## config.mk

```make
export PLATFORM = sky130hd
export DESIGN_NAME = fetch_unit
export DESIGN_NICKNAME = d
export VERILOG_FILES = /design/src/rtl/fetch_pkg.sv /design/src/rtl/fetch_queue.sv /design/src/rtl/fetch_unit.sv
export SDC_FILE = /design/constraint.sdc
export NUM_CORES = 1
export LEC_CHECK = 0
export BUFFER_PORTS_ARGS = -buffer_cell sky130_fd_sc_hd__buf_2
export CAP_MARGIN = 20
export CORE_MARGIN = 2
export CORE_UTILIZATION = 55
export DETAILED_ROUTE_END_ITERATION = 6
export GPL_TIMING_DRIVEN = 0
export HOLD_SLACK_MARGIN = 0.12
export PLACE_DENSITY = 0.84
export RECOVER_POWER = 100
export SLEW_MARGIN = 20
export SYNTH_ARGS = -nofsm -noshare
export SYNTH_HDL_FRONTEND = slang
export SYNTH_SLANG_ARGS = --single-unit
```

## constraint.sdc

```tcl
create_clock -name clock -period 9.3 [get_ports clock]
set_clock_uncertainty 0.15 [all_clocks]
set_input_delay 0 -clock clock [delete_from_list [all_inputs] [get_ports clock]]
set_output_delay 0 -clock clock [all_outputs]
set_load 0.05 [all_outputs]
```

## src/rtl/fetch_pkg.sv

```systemverilog
// Shared types for the fetch front end: redirect source encoding and fetch-queue entry layout.
package fetch_pkg;

  localparam int XLEN_DEFAULT = 32;

  typedef enum logic [2:0] {
    SEQ  = 3'd0,
    JAL  = 3'd1,
    BR   = 3'd2,
    JALR = 3'd3,
    IRQ  = 3'd4
  } redir_src_e;

  typedef struct packed {
    logic [XLEN_DEFAULT-1:0] pc;
    logic [XLEN_DEFAULT-1:0] inst;
    logic                    filled;
  } fq_entry_t;

endpackage

```

## src/rtl/fetch_queue.sv

```systemverilog
// In-order fetch queue: entries are allocated at request time, filled in order by responses,
// and popped from the head once filled. Pointers carry an extra bit so 0 and FQ_DEPTH are distinct.
module fetch_queue #(
  parameter int XLEN     = 32,
  parameter int FQ_DEPTH = 4
) (
  input  logic                      clock,
  input  logic                      reset,
  input  logic                      flush,
  input  logic                      alloc,
  input  logic [XLEN-1:0]           alloc_pc,
  input  logic                      fill,
  input  logic [XLEN-1:0]           fill_inst,
  input  logic                      pop,
  output logic                      head_filled,
  output logic [XLEN-1:0]           head_pc,
  output logic [XLEN-1:0]           head_inst,
  output logic [$clog2(FQ_DEPTH):0] count,
  output logic [$clog2(FQ_DEPTH):0] unfilled
);

  localparam int AW = $clog2(FQ_DEPTH);
  localparam logic [AW:0] PTR_ONE = {{AW{1'b0}}, 1'b1};

  logic [AW:0]         wr_ptr_r;
  logic [AW:0]         fill_ptr_r;
  logic [AW:0]         rd_ptr_r;
  logic [XLEN-1:0]     pc_mem_r   [FQ_DEPTH];
  logic [XLEN-1:0]     inst_mem_r [FQ_DEPTH];
  logic [FQ_DEPTH-1:0] filled_r;

  // Occupancy and head view derived from the pointers.
  always_comb begin
    count       = wr_ptr_r - rd_ptr_r;
    unfilled    = wr_ptr_r - fill_ptr_r;
    head_filled = filled_r[rd_ptr_r[AW-1:0]] & (count != {(AW+1){1'b0}});
    head_pc     = pc_mem_r[rd_ptr_r[AW-1:0]];
    head_inst   = inst_mem_r[rd_ptr_r[AW-1:0]];
  end

  // Pointer and entry storage; the caller never targets one slot with two operations at once.
  always_ff @(posedge clock or negedge reset) begin
    if (!reset) begin
      wr_ptr_r   <= {(AW+1){1'b0}};
      fill_ptr_r <= {(AW+1){1'b0}};
      rd_ptr_r   <= {(AW+1){1'b0}};
      filled_r   <= {FQ_DEPTH{1'b0}};
      for (int i = 0; i < FQ_DEPTH; i++) begin
        pc_mem_r[i]   <= {XLEN{1'b0}};
        inst_mem_r[i] <= {XLEN{1'b0}};
      end
    end else if (flush) begin
      wr_ptr_r   <= {(AW+1){1'b0}};
      fill_ptr_r <= {(AW+1){1'b0}};
      rd_ptr_r   <= {(AW+1){1'b0}};
      filled_r   <= {FQ_DEPTH{1'b0}};
    end else begin
      if (alloc) begin
        pc_mem_r[wr_ptr_r[AW-1:0]]   <= alloc_pc;
        inst_mem_r[wr_ptr_r[AW-1:0]] <= {XLEN{1'b0}};
        filled_r[wr_ptr_r[AW-1:0]]   <= 1'b0;
        wr_ptr_r                     <= wr_ptr_r + PTR_ONE;
      end
      if (fill) begin
        inst_mem_r[fill_ptr_r[AW-1:0]] <= fill_inst;
        filled_r[fill_ptr_r[AW-1:0]]   <= 1'b1;
        fill_ptr_r                     <= fill_ptr_r + PTR_ONE;
      end
      if (pop) begin
        filled_r[rd_ptr_r[AW-1:0]] <= 1'b0;
        rd_ptr_r                   <= rd_ptr_r + PTR_ONE;
      end
    end
  end

endmodule

```

## src/rtl/fetch_unit.sv

```systemverilog
// Fetch front end: PC select by redirect priority, stale-response drop counter and imem issue.
// Trap redirect with epc is built only when FETCH_IRQ_EN is defined.
module fetch_unit #(
  parameter int              XLEN     = fetch_pkg::XLEN_DEFAULT,
  parameter int              FQ_DEPTH = 4,
  parameter logic [XLEN-1:0] RESET_PC = 32'h0000_0000
`ifdef FETCH_IRQ_EN
  ,
  parameter logic [XLEN-1:0] IRQ_VECTOR = 32'h0000_0010
`endif
) (
  input  logic            clock,
  input  logic            reset,
  input  logic            halt,
  input  logic            jalr_valid,
  input  logic [XLEN-1:0] jalr_target,
  input  logic            br_valid,
  input  logic [XLEN-1:0] br_target,
  input  logic            jal_valid,
  input  logic [XLEN-1:0] jal_target,
  output logic            imem_req_valid,
  input  logic            imem_req_ready,
  output logic [XLEN-1:0] imem_req_addr,
  input  logic            imem_rsp_valid,
  input  logic [XLEN-1:0] imem_rsp_data,
  output logic            dec_valid,
  input  logic            dec_ready,
  output logic [XLEN-1:0] dec_pc,
  output logic [XLEN-1:0] dec_inst
`ifdef FETCH_IRQ_EN
  ,
  input  logic            irq,
  output logic [XLEN-1:0] epc
`endif
);

  import fetch_pkg::*;

  localparam int              CW      = $clog2(FQ_DEPTH) + 1;
  localparam logic [CW:0]     DEPTH_L = (CW+1)'(FQ_DEPTH);
  localparam logic [XLEN-1:0] PC_STEP = XLEN'(3'd4);

  function automatic logic [XLEN-1:0] word_align(input logic [XLEN-1:0] addr);
    return addr & ~XLEN'(2'b11);
  endfunction

  logic [XLEN-1:0] pc_r;
  logic [CW-1:0]   drop_cnt_r;
  logic [XLEN-1:0] target_s;
  logic [XLEN-1:0] head_pc_s;
  logic [XLEN-1:0] head_inst_s;
  logic            head_filled_s;
  logic [CW-1:0]   count_s;
  logic [CW-1:0]   unfilled_s;
  logic [CW-1:0]   inflight_s;
  logic [CW:0]     alloc_total_s;
  logic            ext_redir_s;
  logic            irq_take_s;
  logic            redirect_s;
  logic            pop_s;
  logic            req_fire_s;
  logic            rsp_drop_s;
  logic            fill_s;
  redir_src_e      src_s;

  // Handshakes, issue gating and response routing.
  always_comb begin
    ext_redir_s = jalr_valid | br_valid | jal_valid;
    dec_valid   = head_filled_s & ~ext_redir_s;
    pop_s       = dec_valid & dec_ready;
`ifdef FETCH_IRQ_EN
    irq_take_s  = irq & pop_s;
`else
    irq_take_s  = 1'b0;
`endif
    redirect_s     = ext_redir_s | irq_take_s;
    alloc_total_s  = {1'b0, count_s} + {1'b0, drop_cnt_r};
    imem_req_valid = reset & ~halt & ~redirect_s & (alloc_total_s < DEPTH_L);
    imem_req_addr  = pc_r;
    req_fire_s     = imem_req_valid & imem_req_ready;
    rsp_drop_s     = imem_rsp_valid & (drop_cnt_r != {CW{1'b0}});
    fill_s         = imem_rsp_valid & (drop_cnt_r == {CW{1'b0}}) & ~redirect_s
                     & (unfilled_s != {CW{1'b0}});
    dec_pc         = dec_valid ? head_pc_s : {XLEN{1'b0}};
    dec_inst       = dec_valid ? head_inst_s : {XLEN{1'b0}};
  end

  // Requests still owed by imem after a redirect edge; a response landing now is not owed.
  always_comb begin
    inflight_s = drop_cnt_r + unfilled_s;
    if (imem_rsp_valid && (inflight_s != {CW{1'b0}})) begin
      inflight_s = inflight_s - {{(CW-1){1'b0}}, 1'b1};
    end else begin
      inflight_s = inflight_s;
    end
  end

  // Redirect source priority.
  always_comb begin
    src_s = SEQ;
    if (jalr_valid) begin
      src_s = JALR;
    end else if (br_valid) begin
      src_s = BR;
    end else if (jal_valid) begin
      src_s = JAL;
    end else if (irq_take_s) begin
      src_s = IRQ;
    end else begin
      src_s = SEQ;
    end
  end

  // Redirect target for the selected source.
  always_comb begin
    target_s = pc_r;
    case (src_s)
      JALR:    target_s = word_align(jalr_target);
      BR:      target_s = word_align(br_target);
      JAL:     target_s = word_align(jal_target);
`ifdef FETCH_IRQ_EN
      IRQ:     target_s = word_align(IRQ_VECTOR);
`endif
      default: target_s = pc_r;
    endcase
  end

  // Fetch PC.
  always_ff @(posedge clock or negedge reset) begin
    if (!reset) begin
      pc_r <= RESET_PC;
    end else if (redirect_s) begin
      pc_r <= target_s;
    end else if (req_fire_s) begin
      pc_r <= pc_r + PC_STEP;
    end
  end

  // Count of responses still to be discarded after redirects.
  always_ff @(posedge clock or negedge reset) begin
    if (!reset) begin
      drop_cnt_r <= {CW{1'b0}};
    end else if (redirect_s) begin
      drop_cnt_r <= inflight_s;
    end else if (rsp_drop_s) begin
      drop_cnt_r <= drop_cnt_r - {{(CW-1){1'b0}}, 1'b1};
    end
  end

`ifdef FETCH_IRQ_EN
  logic [XLEN-1:0] epc_r;

  // Return PC of the instruction handed to decode as the trap is taken.
  always_ff @(posedge clock or negedge reset) begin
    if (!reset) begin
      epc_r <= {XLEN{1'b0}};
    end else if (irq_take_s) begin
      epc_r <= head_pc_s + PC_STEP;
    end
  end

  assign epc = epc_r;
`endif

  fetch_queue #(
    .XLEN     (XLEN),
    .FQ_DEPTH (FQ_DEPTH)
  ) u_fetch_queue (
    .clock       (clock),
    .reset       (reset),
    .flush       (redirect_s),
    .alloc       (req_fire_s),
    .alloc_pc    (pc_r),
    .fill        (fill_s),
    .fill_inst   (imem_rsp_data),
    .pop         (pop_s),
    .head_filled (head_filled_s),
    .head_pc     (head_pc_s),
    .head_inst   (head_inst_s),
    .count       (count_s),
    .unfilled    (unfilled_s)
  );

endmodule

```

==> run summary <==
path type of the worst min-delay path: in -> reg
Crit Path Category: reg -> reg
setup bufs post-CTS: 0
H-tree levels: 1
RSZ-0062 raised after global routing: false
drt first pass iters: 6
clk_lat worst skew: 550 ps
Initial Util: 55.9%
die area: 28,600 µm²
most frequent CP cell: clkbuf_1
most used routing layer: met2
diode count: 0
wire per inst: 23.4 µm
Layout area overhead: 23.0%
I/O Buffers: 224
global route overflow: 0
Row Count: 60
I/O Pins: 235
Slew @ Worst Pin: 4100 ps
P per Cell Area: 174 nW/µm²
largest net degree at the start of global routing: 103
vias per std cell: 6.41
leading post-synthesis cells by cell area: dfrtp_1, mux4_2, a32o_1
commonest non-fill, non-tap cell in the layout: dfrtp_1
Final ANT Viol Nets: 0
final instance area: 18,500 µm²
die height: 169 µm
CP max stage cell: nor4b_1
R2R setup slack: 2970 ps
failing checks: max-capacitance violations, max-slew violations
Main synth FF type: dfrtp_1
CTS sink count: 294
end of the worst register-to-register path: imem_req_addr[25]$_DFFE_PN0P_
final-report setup violation count: 0
Worst setup endpoint: imem_req_addr[25]$_DFFE_PN0P_
Yosys top cell by area: dfrtp_1
vias in the first global route: 13,380
detailed placement HPWL: 31,600 µm
CTS tree: done
final period demand of the worst path: 6330 ps
setup slack after layout: 2970 ps
flops & latches, synth: 294
Hold Vio Cnt, Final: 0
reg2reg start: u_fetch_queue.rd_ptr_r[1]$_DFFE_PN0P_
Worst setup EP type: register
R2R cell count: 14
root buffer cell: clkbuf_16
met1 track demand over resource: 40.5%
max-cap viol count: 2
crit path launch: u_fetch_queue.rd_ptr_r[1]$_DFFE_PN0P_
Max stage delay on crit path: 760 ps
WP data required: 9630 ps
total CTS buffers: 30
VDD IR max: 0.138 mV
deepest clock path buffer count: 3
DRT iter0 DRCs: 1,627
number of enable flip-flop cells after synthesis: 0
Place WS: 4300 ps
Total GRT Usage: 32.8%
run status: finished with violations
DR vias: 12,805
first-pass GRT wire length: 73,000 µm
Core Box Area: 26,900 µm²
Non-Filler Instances: 1,999
ys async rst share: 100%
met2 usage: 56.4%
crit path launch type: register
Rel. slew slack: -173%
post-synth cell types: 64
die width: 169 µm
GP Congestion: 0.947
Synth Cell Area: 15,000 µm²
post-synthesis cell count: 1,266
most frequent cells in the layout: dfrtp_1, clkbuf_1, buf_2
placed cell count: 1,837
crit path max fanout: 10
register area share after synthesis: 49.0%
CP arrival: 6660 ps
Max Fclk: 158 MHz
nets: 1,801
Avg Cell Area, Syn: 11.9 µm²
post-route worst hold slack: 132 ps
Placed Area: 16,700 µm²
Routed WL: 46,700 µm
Leak: 8.30 nW
layout cells sized above 1: 19.0%
DRC: 0
Slew Limit Fails: 114
Synth top area share: 49.0%
met3 usage: 6.32%
YS warnings: 0
Worst-path clk slew: 60 ps
initial antenna violation count: 0
final worst path period share: 68.1%
crit-path cells: clkbuf_1 > clkbuf_1 > inv_1 > fa_1 > xnor3_1 > ha_1 > or4b_1 > nor4b_1 > clkbuf_1 > nor2_1 > clkbuf_1 > a21oi_1 > o221a_2 > dlygate4sd3_1
setup tns final: 0 ps
synthesized netlist by cell type, types with 11 or more instances:
master and instances:
and2_1 68, a22oi_1 32, mux2_2 43, o21ai_0 92, a21oi_1 31, nand2_1 104, a32o_1 96, buf_4 17
inv_1 24, o22ai_1 11, mux2_1 63, nor2_1 31, buf_2 25, clkbuf_1 76, nand3_1 45, dfrtp_1 294
mux4_2 63, ha_1 25
flip-flops by register name, indices dropped and copies added (netlist names):
| name | cells |
|---|---|
| drop_cnt_r | 3 |
| imem_req_addr | 30 |
| u_fetch_queue.fill_ptr_r | 3 |
| u_fetch_queue.filled_r | 4 |
| u_fetch_queue.inst_mem_r | 128 |
| u_fetch_queue.pc_mem_r | 120 |
| u_fetch_queue.rd_ptr_r | 3 |
| u_fetch_queue.wr_ptr_r | 3 |
critical path, delay by kind of cell (launching register included):
family	cells	cell delay (ps)
AO/OA/AOI/OAI	2	420
flip-flops	1	360
buffers and inverters	6	2860
adder cells (fa/ha/maj)	2	780
AND/OR/NAND/NOR	3	1460
XOR/XNOR	1	220
report_power, final:
| part | internal (mW) | switching, mW |
|---|---|---|
| clock network | 0.721 | 0.506 |
| registers | 1.34 | 0.0740 |
| logic | 0.213 | 0.362 |
kinds of logic after synthesis:
group,count (synthesis),share of synthesized area [%]
AOI/OAI and AO/OA,315,15.4
xor gates and xnor gates,10,0.767
adders and majority gates,28,2.48
buffers and inverters,151,4.53
DFF,294,49.0
muxes,174,17.7
other,1,0.0250
and+or+nand+nor,293,10.0
layout make-up:
class	count	area, µm²
fillers	1943	8410
flip-flops and latches	294	7360
multi-input cells	824	6930
repair buffers	335	2140
clock buffers	46	942
plain buffers	127	512
well taps	341	427
inverters	24	90.1
clock inverters	8	71.3
what timing repair did:
action                                  in CTS  in global routing
endpoints found under the setup margin       0                  0
hold endpoints to repair                   466                  0
hold buffers                               108                  0
resized for setup                            0                  0
stage by stage:
stage | util, % | power (mW)
6_report | 68.7 | 3.22
5_1_grt | 68.7 | 3.32
4_1_cts | 69.8 | 3.22
3_5_place_dp | 62.0 | 1.96
3_3_place_gp | 61.7 | 1.94
2_1_floorplan | - | 1.75
how the worst min path moves through the flow:
stage | startpoint | endpoint | cells after the start
finish | imem_rsp_data[17] | u_fetch_queue.inst_mem_r[17]$_DFFE_PN0P_ | 4
global route | imem_rsp_data[8] | u_fetch_queue.inst_mem_r[8]$_DFFE_PN0P_ | 4
CTS | imem_rsp_data[8] | u_fetch_queue.inst_mem_r[8]$_DFFE_PN0P_ | 4
detailed placement | reset | u_fetch_queue.inst_mem_r[81]$_DFFE_PN0P_ | 1
global placement | imem_rsp_data[8] | u_fetch_queue.inst_mem_r[8]$_DFFE_PN0P_ | 3
floorplan | reset | drop_cnt_r[0]$_DFFE_PN0P_ | 0
metal layers:
layer / up-vias / routed length [µm]
li1: 5489 / -
met1: 6368 / 17300
met2: 779 / 23300
met3: 169 / 3930
met4: 0 / 2170
met5: - / 0
Power figures use the tool's default switching activity.
